### config.mk
export PLATFORM = sky130hd
export DESIGN_NAME = simple_proc_ctrl_flat
export DESIGN_NICKNAME = d
export VERILOG_FILES = /design/src/rtl/simple_proc_ctrl_if.sv /design/src/rtl/simple_proc_ctrl.sv /design/src/flat_wrapper.sv
export SDC_FILE = /design/constraint.sdc
export NUM_CORES = 1
export LEC_CHECK = 0
export ABC_AREA = 1
export ABC_CLOCK_PERIOD_IN_PS = 1650
export BUFFER_PORTS_ARGS = -buffer_cell sky130_fd_sc_hd__buf_4
export CORE_MARGIN = 3
export CORE_UTILIZATION = 45
export DETAILED_ROUTE_END_ITERATION = 10
export PLACE_DENSITY = 0.87
export SLEW_MARGIN = 5
export SYNTH_ARGS = -nofsm -noshare
export SYNTH_HDL_FRONTEND = slang
export SYNTH_SLANG_ARGS = --single-unit
### constraint.sdc
create_clock -name clk -period 1.65 [get_ports clk]
set_clock_uncertainty 0.05 [all_clocks]
set_input_delay 0.0825 -clock clk [delete_from_list [all_inputs] [get_ports clk]]
set_output_delay 0.0825 -clock clk [all_outputs]
set_load 0.01 [all_outputs]
### src/rtl/simple_proc_ctrl_if.sv
// Control-unit interface of the simple processor.
// master: controller side (simple_proc_ctrl); slave: datapath / switch side.
//   run, din          : start request and switch input (to controller)
//   tick, ir          : step state (one-hot T0..T3) and instruction register
//   ir_load, reg_in   : IR capture strobe, one-hot R0..R7 write enables
//   bus_sel           : bus source (0-7 Rk, 8 din, 9 G, 15 none)
//   a_in, g_in        : ALU operand A / result G latch strobes
//   addsub, done, busy: ALU op select, last tick, instruction in flight
interface simple_proc_ctrl_if;
  logic       run;
  logic [8:0] din;
  logic [3:0] tick;
  logic [8:0] ir;
  logic       ir_load;
  logic [7:0] reg_in;
  logic [3:0] bus_sel;
  logic       a_in;
  logic       g_in;
  logic       addsub;
  logic       done;
  logic       busy;

  modport master (
    input  run, din,
    output tick, ir, ir_load, reg_in, bus_sel, a_in, g_in, addsub, done, busy
  );

  modport slave (
    output run, din,
    input  tick, ir, ir_load, reg_in, bus_sel, a_in, g_in, addsub, done, busy
  );
endinterface

### src/rtl/simple_proc_ctrl.sv
// Control unit of the simple processor: instruction register plus one-hot
// tick FSM (T0..T3) decoding a 9-bit instruction {op[2:0], X[2:0], Y[2:0]}
// into datapath strobes.
//   clk     : processor clock
//   rst     : asynchronous active-high reset
//   ctrl_if : controller side of simple_proc_ctrl_if (run/din in, strobes out)
module simple_proc_ctrl (
  input  logic                       clk,
  input  logic                       rst,
  simple_proc_ctrl_if.master         ctrl_if
);

  localparam int unsigned TICK_W = 4;
  localparam int unsigned IR_W   = 9;
  localparam int unsigned REG_N  = 8;
  localparam int unsigned SEL_W  = 4;

  localparam logic [TICK_W-1:0] T0 = 4'b0001;
  localparam logic [TICK_W-1:0] T1 = 4'b0010;
  localparam logic [TICK_W-1:0] T2 = 4'b0100;
  localparam logic [TICK_W-1:0] T3 = 4'b1000;

  localparam logic [2:0] OP_MV  = 3'b000;
  localparam logic [2:0] OP_MVI = 3'b001;
  localparam logic [2:0] OP_ADD = 3'b010;
  localparam logic [2:0] OP_SUB = 3'b011;

  localparam logic [SEL_W-1:0] SEL_DIN  = 4'd8;
  localparam logic [SEL_W-1:0] SEL_G    = 4'd9;
  localparam logic [SEL_W-1:0] SEL_NONE = 4'd15;

  logic [TICK_W-1:0] tick_q, tick_d;
  logic [IR_W-1:0]   ir_q, ir_d;

  logic [2:0] op, rx, ry;
  logic       is_arith;

  assign op       = ir_q[8:6];
  assign rx       = ir_q[5:3];
  assign ry       = ir_q[2:0];
  assign is_arith = (op == OP_ADD) || (op == OP_SUB);

  // State register: tick and instruction register.
  always_ff @(posedge clk or posedge rst) begin
    if (rst) begin
      tick_q <= T0;
      ir_q   <= '0;
    end else begin
      tick_q <= tick_d;
      ir_q   <= ir_d;
    end
  end

  // Next-state: IR captured only in T0 with run; non-one-hot ticks recover to T0.
  always_comb begin
    tick_d = T0;
    ir_d   = ir_q;
    case (tick_q)
      T0: begin
        if (ctrl_if.run) begin
          ir_d   = ctrl_if.din;
          tick_d = T1;
        end
      end
      T1:      tick_d = is_arith ? T2 : T0;
      T2:      tick_d = T3;
      T3:      tick_d = T0;
      default: tick_d = T0;
    endcase
  end

  // Strobe decode from tick, ir and run.
  always_comb begin
    ctrl_if.ir_load = 1'b0;
    ctrl_if.reg_in  = '0;
    ctrl_if.bus_sel = SEL_NONE;
    ctrl_if.a_in    = 1'b0;
    ctrl_if.g_in    = 1'b0;
    ctrl_if.addsub  = 1'b0;
    ctrl_if.done    = 1'b0;
    ctrl_if.busy    = 1'b0;
    case (tick_q)
      T0: ctrl_if.ir_load = ctrl_if.run;
      T1: begin
        ctrl_if.busy = 1'b1;
        case (op)
          OP_MV: begin
            ctrl_if.bus_sel = {1'b0, ry};
            ctrl_if.reg_in  = REG_N'(1) << rx;
            ctrl_if.done    = 1'b1;
          end
          OP_MVI: begin
            ctrl_if.bus_sel = SEL_DIN;
            ctrl_if.reg_in  = REG_N'(1) << rx;
            ctrl_if.done    = 1'b1;
          end
          OP_ADD, OP_SUB: begin
            ctrl_if.bus_sel = {1'b0, rx};
            ctrl_if.a_in    = 1'b1;
          end
          default: ctrl_if.done = 1'b1;  // reserved opcodes retire as no-ops
        endcase
      end
      T2: begin
        ctrl_if.busy    = 1'b1;
        ctrl_if.bus_sel = {1'b0, ry};
        ctrl_if.g_in    = 1'b1;
        ctrl_if.addsub  = ir_q[6];
      end
      T3: begin
        ctrl_if.busy    = 1'b1;
        ctrl_if.bus_sel = SEL_G;
        ctrl_if.reg_in  = REG_N'(1) << rx;
        ctrl_if.done    = 1'b1;
      end
      default: ;
    endcase
  end

  assign ctrl_if.tick = tick_q;
  assign ctrl_if.ir   = ir_q;

endmodule

### src/flat_wrapper.sv
// flat-port wrapper written by rule: the top's interface ports become plain ports
module simple_proc_ctrl_flat 
  (clk, rst, ctrl_if_run, ctrl_if_din, ctrl_if_tick, ctrl_if_ir, ctrl_if_ir_load, ctrl_if_reg_in, ctrl_if_bus_sel, ctrl_if_a_in, ctrl_if_g_in, ctrl_if_addsub, ctrl_if_done, ctrl_if_busy);
  simple_proc_ctrl_if ctrl_if_i ();
  input  logic clk;
  input  logic rst;
  input wire logic [$bits(ctrl_if_i.run)-1:0] ctrl_if_run;
  input wire logic [$bits(ctrl_if_i.din)-1:0] ctrl_if_din;
  output wire logic [$bits(ctrl_if_i.tick)-1:0] ctrl_if_tick;
  output wire logic [$bits(ctrl_if_i.ir)-1:0] ctrl_if_ir;
  output wire logic [$bits(ctrl_if_i.ir_load)-1:0] ctrl_if_ir_load;
  output wire logic [$bits(ctrl_if_i.reg_in)-1:0] ctrl_if_reg_in;
  output wire logic [$bits(ctrl_if_i.bus_sel)-1:0] ctrl_if_bus_sel;
  output wire logic [$bits(ctrl_if_i.a_in)-1:0] ctrl_if_a_in;
  output wire logic [$bits(ctrl_if_i.g_in)-1:0] ctrl_if_g_in;
  output wire logic [$bits(ctrl_if_i.addsub)-1:0] ctrl_if_addsub;
  output wire logic [$bits(ctrl_if_i.done)-1:0] ctrl_if_done;
  output wire logic [$bits(ctrl_if_i.busy)-1:0] ctrl_if_busy;
  assign ctrl_if_i.run = ctrl_if_run;
  assign ctrl_if_i.din = ctrl_if_din;
  assign ctrl_if_tick = ctrl_if_i.tick;
  assign ctrl_if_ir = ctrl_if_i.ir;
  assign ctrl_if_ir_load = ctrl_if_i.ir_load;
  assign ctrl_if_reg_in = ctrl_if_i.reg_in;
  assign ctrl_if_bus_sel = ctrl_if_i.bus_sel;
  assign ctrl_if_a_in = ctrl_if_i.a_in;
  assign ctrl_if_g_in = ctrl_if_i.g_in;
  assign ctrl_if_addsub = ctrl_if_i.addsub;
  assign ctrl_if_done = ctrl_if_i.done;
  assign ctrl_if_busy = ctrl_if_i.busy;
  simple_proc_ctrl u_core (.clk(clk), .rst(rst), .ctrl_if(ctrl_if_i));
endmodule
==> flow_metrics.py <==
metrics = {
    "global_routing": {
        "grt_overflow_total": 0,
        "top_usage_layer": "met2",
        "grt.met2_usage_pct": 44.0,
        "antenna_found_initial": 0,
        "grt.met3_usage_pct": 6.71,
        "grt_use_total_pct": 25.1,
        "grt_pass1_wl_um": 4760,
        "grt_pass1_vias": 1061,
        "grt_max_degree": 15,
        "use_met1_pct": 26.4,
    },
    "cts": {
        "numCtsBuffers": 3,
        "cts_max_level": 1,
        "clockBufferDepth": 2,
        "tritoncts": "done",
        "clk_pin_slew_ps": 80,
        "root_buffer": "clkbuf_4",
        "cts_sinks": 13,
        "worst_skew_pair.late_latency_ps": 300,
    },
    "routing": {
        "wl_per_cell_um": 15.9,
        "vias": 1175,
        "ant_nets": 0,
        "finalWirelength_um": 3380,
        "initialDrtViolationCount": 76,
        "viasPerCell": 5.52,
        "dr.pass1.iters": 4,
        "drc": 0,
    },
    "sta": {
        "slew_headroom_pct": 66.1,
        "setup_ws_ps": 28.5,
        "clock.fmax_ghz": 0.617,
        "fin_crit_ps": 1620,
        "report.final.setup_viol": 0,
        "hold_viol": 0,
        "rsz0062_at_grt": "true",
        "finalMaxSlewViolations": 0,
        "fin_tns_setup_ps": 0,
        "fin_hold_ws_ps": 149,
        "worst_pin_slew_ps": 508,
        "finalCritPeriodShare_pct": 98.3,
    },
    "worst_setup_path": {
        "worstPathRequired_ps": 1520,
        "endpoint_kind": "primary output",
        "crit_fanout": 6,
        "cp-start-kind": "register",
        "r2r_setup_slack_ps": 110,
        "crit_arrival_ps": 1490,
        "crit_type": "register to primary output",
    },
    "layout": {
        "fillCellCount": 105,
        "diodes": 0,
        "nets": 201,
        "drive_gt1_share_pct": 45.7,
        "design_area_mm2": 0.00147,
        "syn_to_final_growth_pct": 60.9,
    },
    "yosys": {
        "syn_area_um2": 911,
        "synth-edff-count": 0,
        "yosysMostFrequentCell": "nand2_1",
        "ys_async_sr_fraction_pct": 100,
        "syn_nets": 139,
        "ys_warn_count": 0,
        "ys_seq_area_share_pct": 35.9,
        "ys_types": 19,
        "yosysTopAreaCell": "dfrtp_1",
        "avgSynthCellArea_um2": 7.17,
        "synth_common_cells": "nand2_1, nand3_1, inv_1",
        "synth_top_area_share_pct": 33.0,
        "synth_cells": 127,
        "synth_ff_type": "dfrtp_1",
        "synth.area.top_cells": "dfrtp_1, nand3_1, nand2_1",
        "ys_seq_elements": 13,
    },
    "power_and_ir_drop": {
        "p_leak_nw": 0.751,
        "p_per_area_mw_per_mm2": 1570,
        "total_power_mw": 2.30,
        "ir_drop_v": 0.00107,
    },
    "placed_design": {
        "place_area_mm2": 0.00123,
        "hpwl_um": 1980,
        "port_buffers": 42,
        "pre_cts_ws_ps": 212,
        "gp_congestion": 0.836,
    },
    "outcome": {
        "status": "completed",
    },
    "hold_path": {
        "hold_class": "input port to register",
    },
    "floorplanning": {
        "rows": 15,
        "die_y_um": 51.0,
        "core_area_mm2": 0.00182,
        "start_util_pct": 50.0,
        "die_area_mm2": 0.00260,
        "io_pins": 43,
        "die_w_um": 51.0,
    },
    "run": {
        "drv_cap": 0,
    },
}
[layout by cell type (no fill, tap or decap), drive strengths merged]
cell,n
buf,50
nand2,36
nand3,25
o21ai,16
nor2,15
inv,14
dfrtp,12
dlygate4sd3,10
clkbuf,4
a21oi,3
nor3,2
dfstp,1
[cell type report]
type	instances	area [µm²]	area share (%)
multi-input combinational	97	541	36.9
timing repair buffer	60	479	32.7
sequential	13	333	22.7
inverter	14	55.1	3.76
tap	25	31.3	2.13
clock buffer	4	26.3	1.79
[power breakdown]
group,total (mW),switching [mW],internal (mW)
Clock,0.216,0.122,0.0944
Sequential,0.689,0.224,0.464
Combinational,1.40,0.801,0.598
[sequential cells by signal, summed over array words and instances, names as in the netlist]
register             flops
u_core.ctrl_if.tick      4
u_core.ctrl_if.ir        9
[routing by layer]
layer / part of all wire (%) / wire [µm]
met5: 0 / 0
met4: 2.9 / 99
met3: 9.1 / 307
met2: 50 / 1700
met1: 38 / 1270
[through the flow]
step,instances,util [%]
finish,213,80.5
global route,213,80.5
CTS,207,75.3
detailed placement,192,67.8
global placement,192,67.8
floorplan,127,-
[critical path: stages, from the launching register on]
cell     delay [ps]
dfrtp_2         460
inv_1           100
nand2_1          90
nor2_4          180
nand2_2         110
o21ai_2         120
buf_4           130
[repair_timing]
| action | CTS | global route |
|---|---|---|
| buffers inserted | 1 | 6 |
| gates resized for setup | 2 | 19 |
| hold buffers | 10 | 0 |
| endpoints found under the setup margin | 11 | 13 |
| endpoints found under the hold margin | 21 | 0 |
| pin swaps | 1 | 2 |
[path summary, 6_finish.rpt]
check,from,end,cells after the start
min in group asynchronous,rst,u_core.ctrl_if.ir[6],3
max,u_core.ctrl_if.tick[3],ctrl_if_bus_sel[3],6
min reg2reg,u_core.ctrl_if.ir[2],u_core.ctrl_if.ir[2],2
min,ctrl_if_run,u_core.ctrl_if.tick[1],3
max in group asynchronous,rst,u_core.ctrl_if.tick[3],3
max reg2reg,u_core.ctrl_if.tick[0],u_core.ctrl_if.ir[5],7
[cells by family after synthesis]
logic type	share of synthesized area (%)
buf+inv	9.07
simple gates	42.6
compound gates	12.5
flops	35.9
Power figures use the tool's default switching activity.
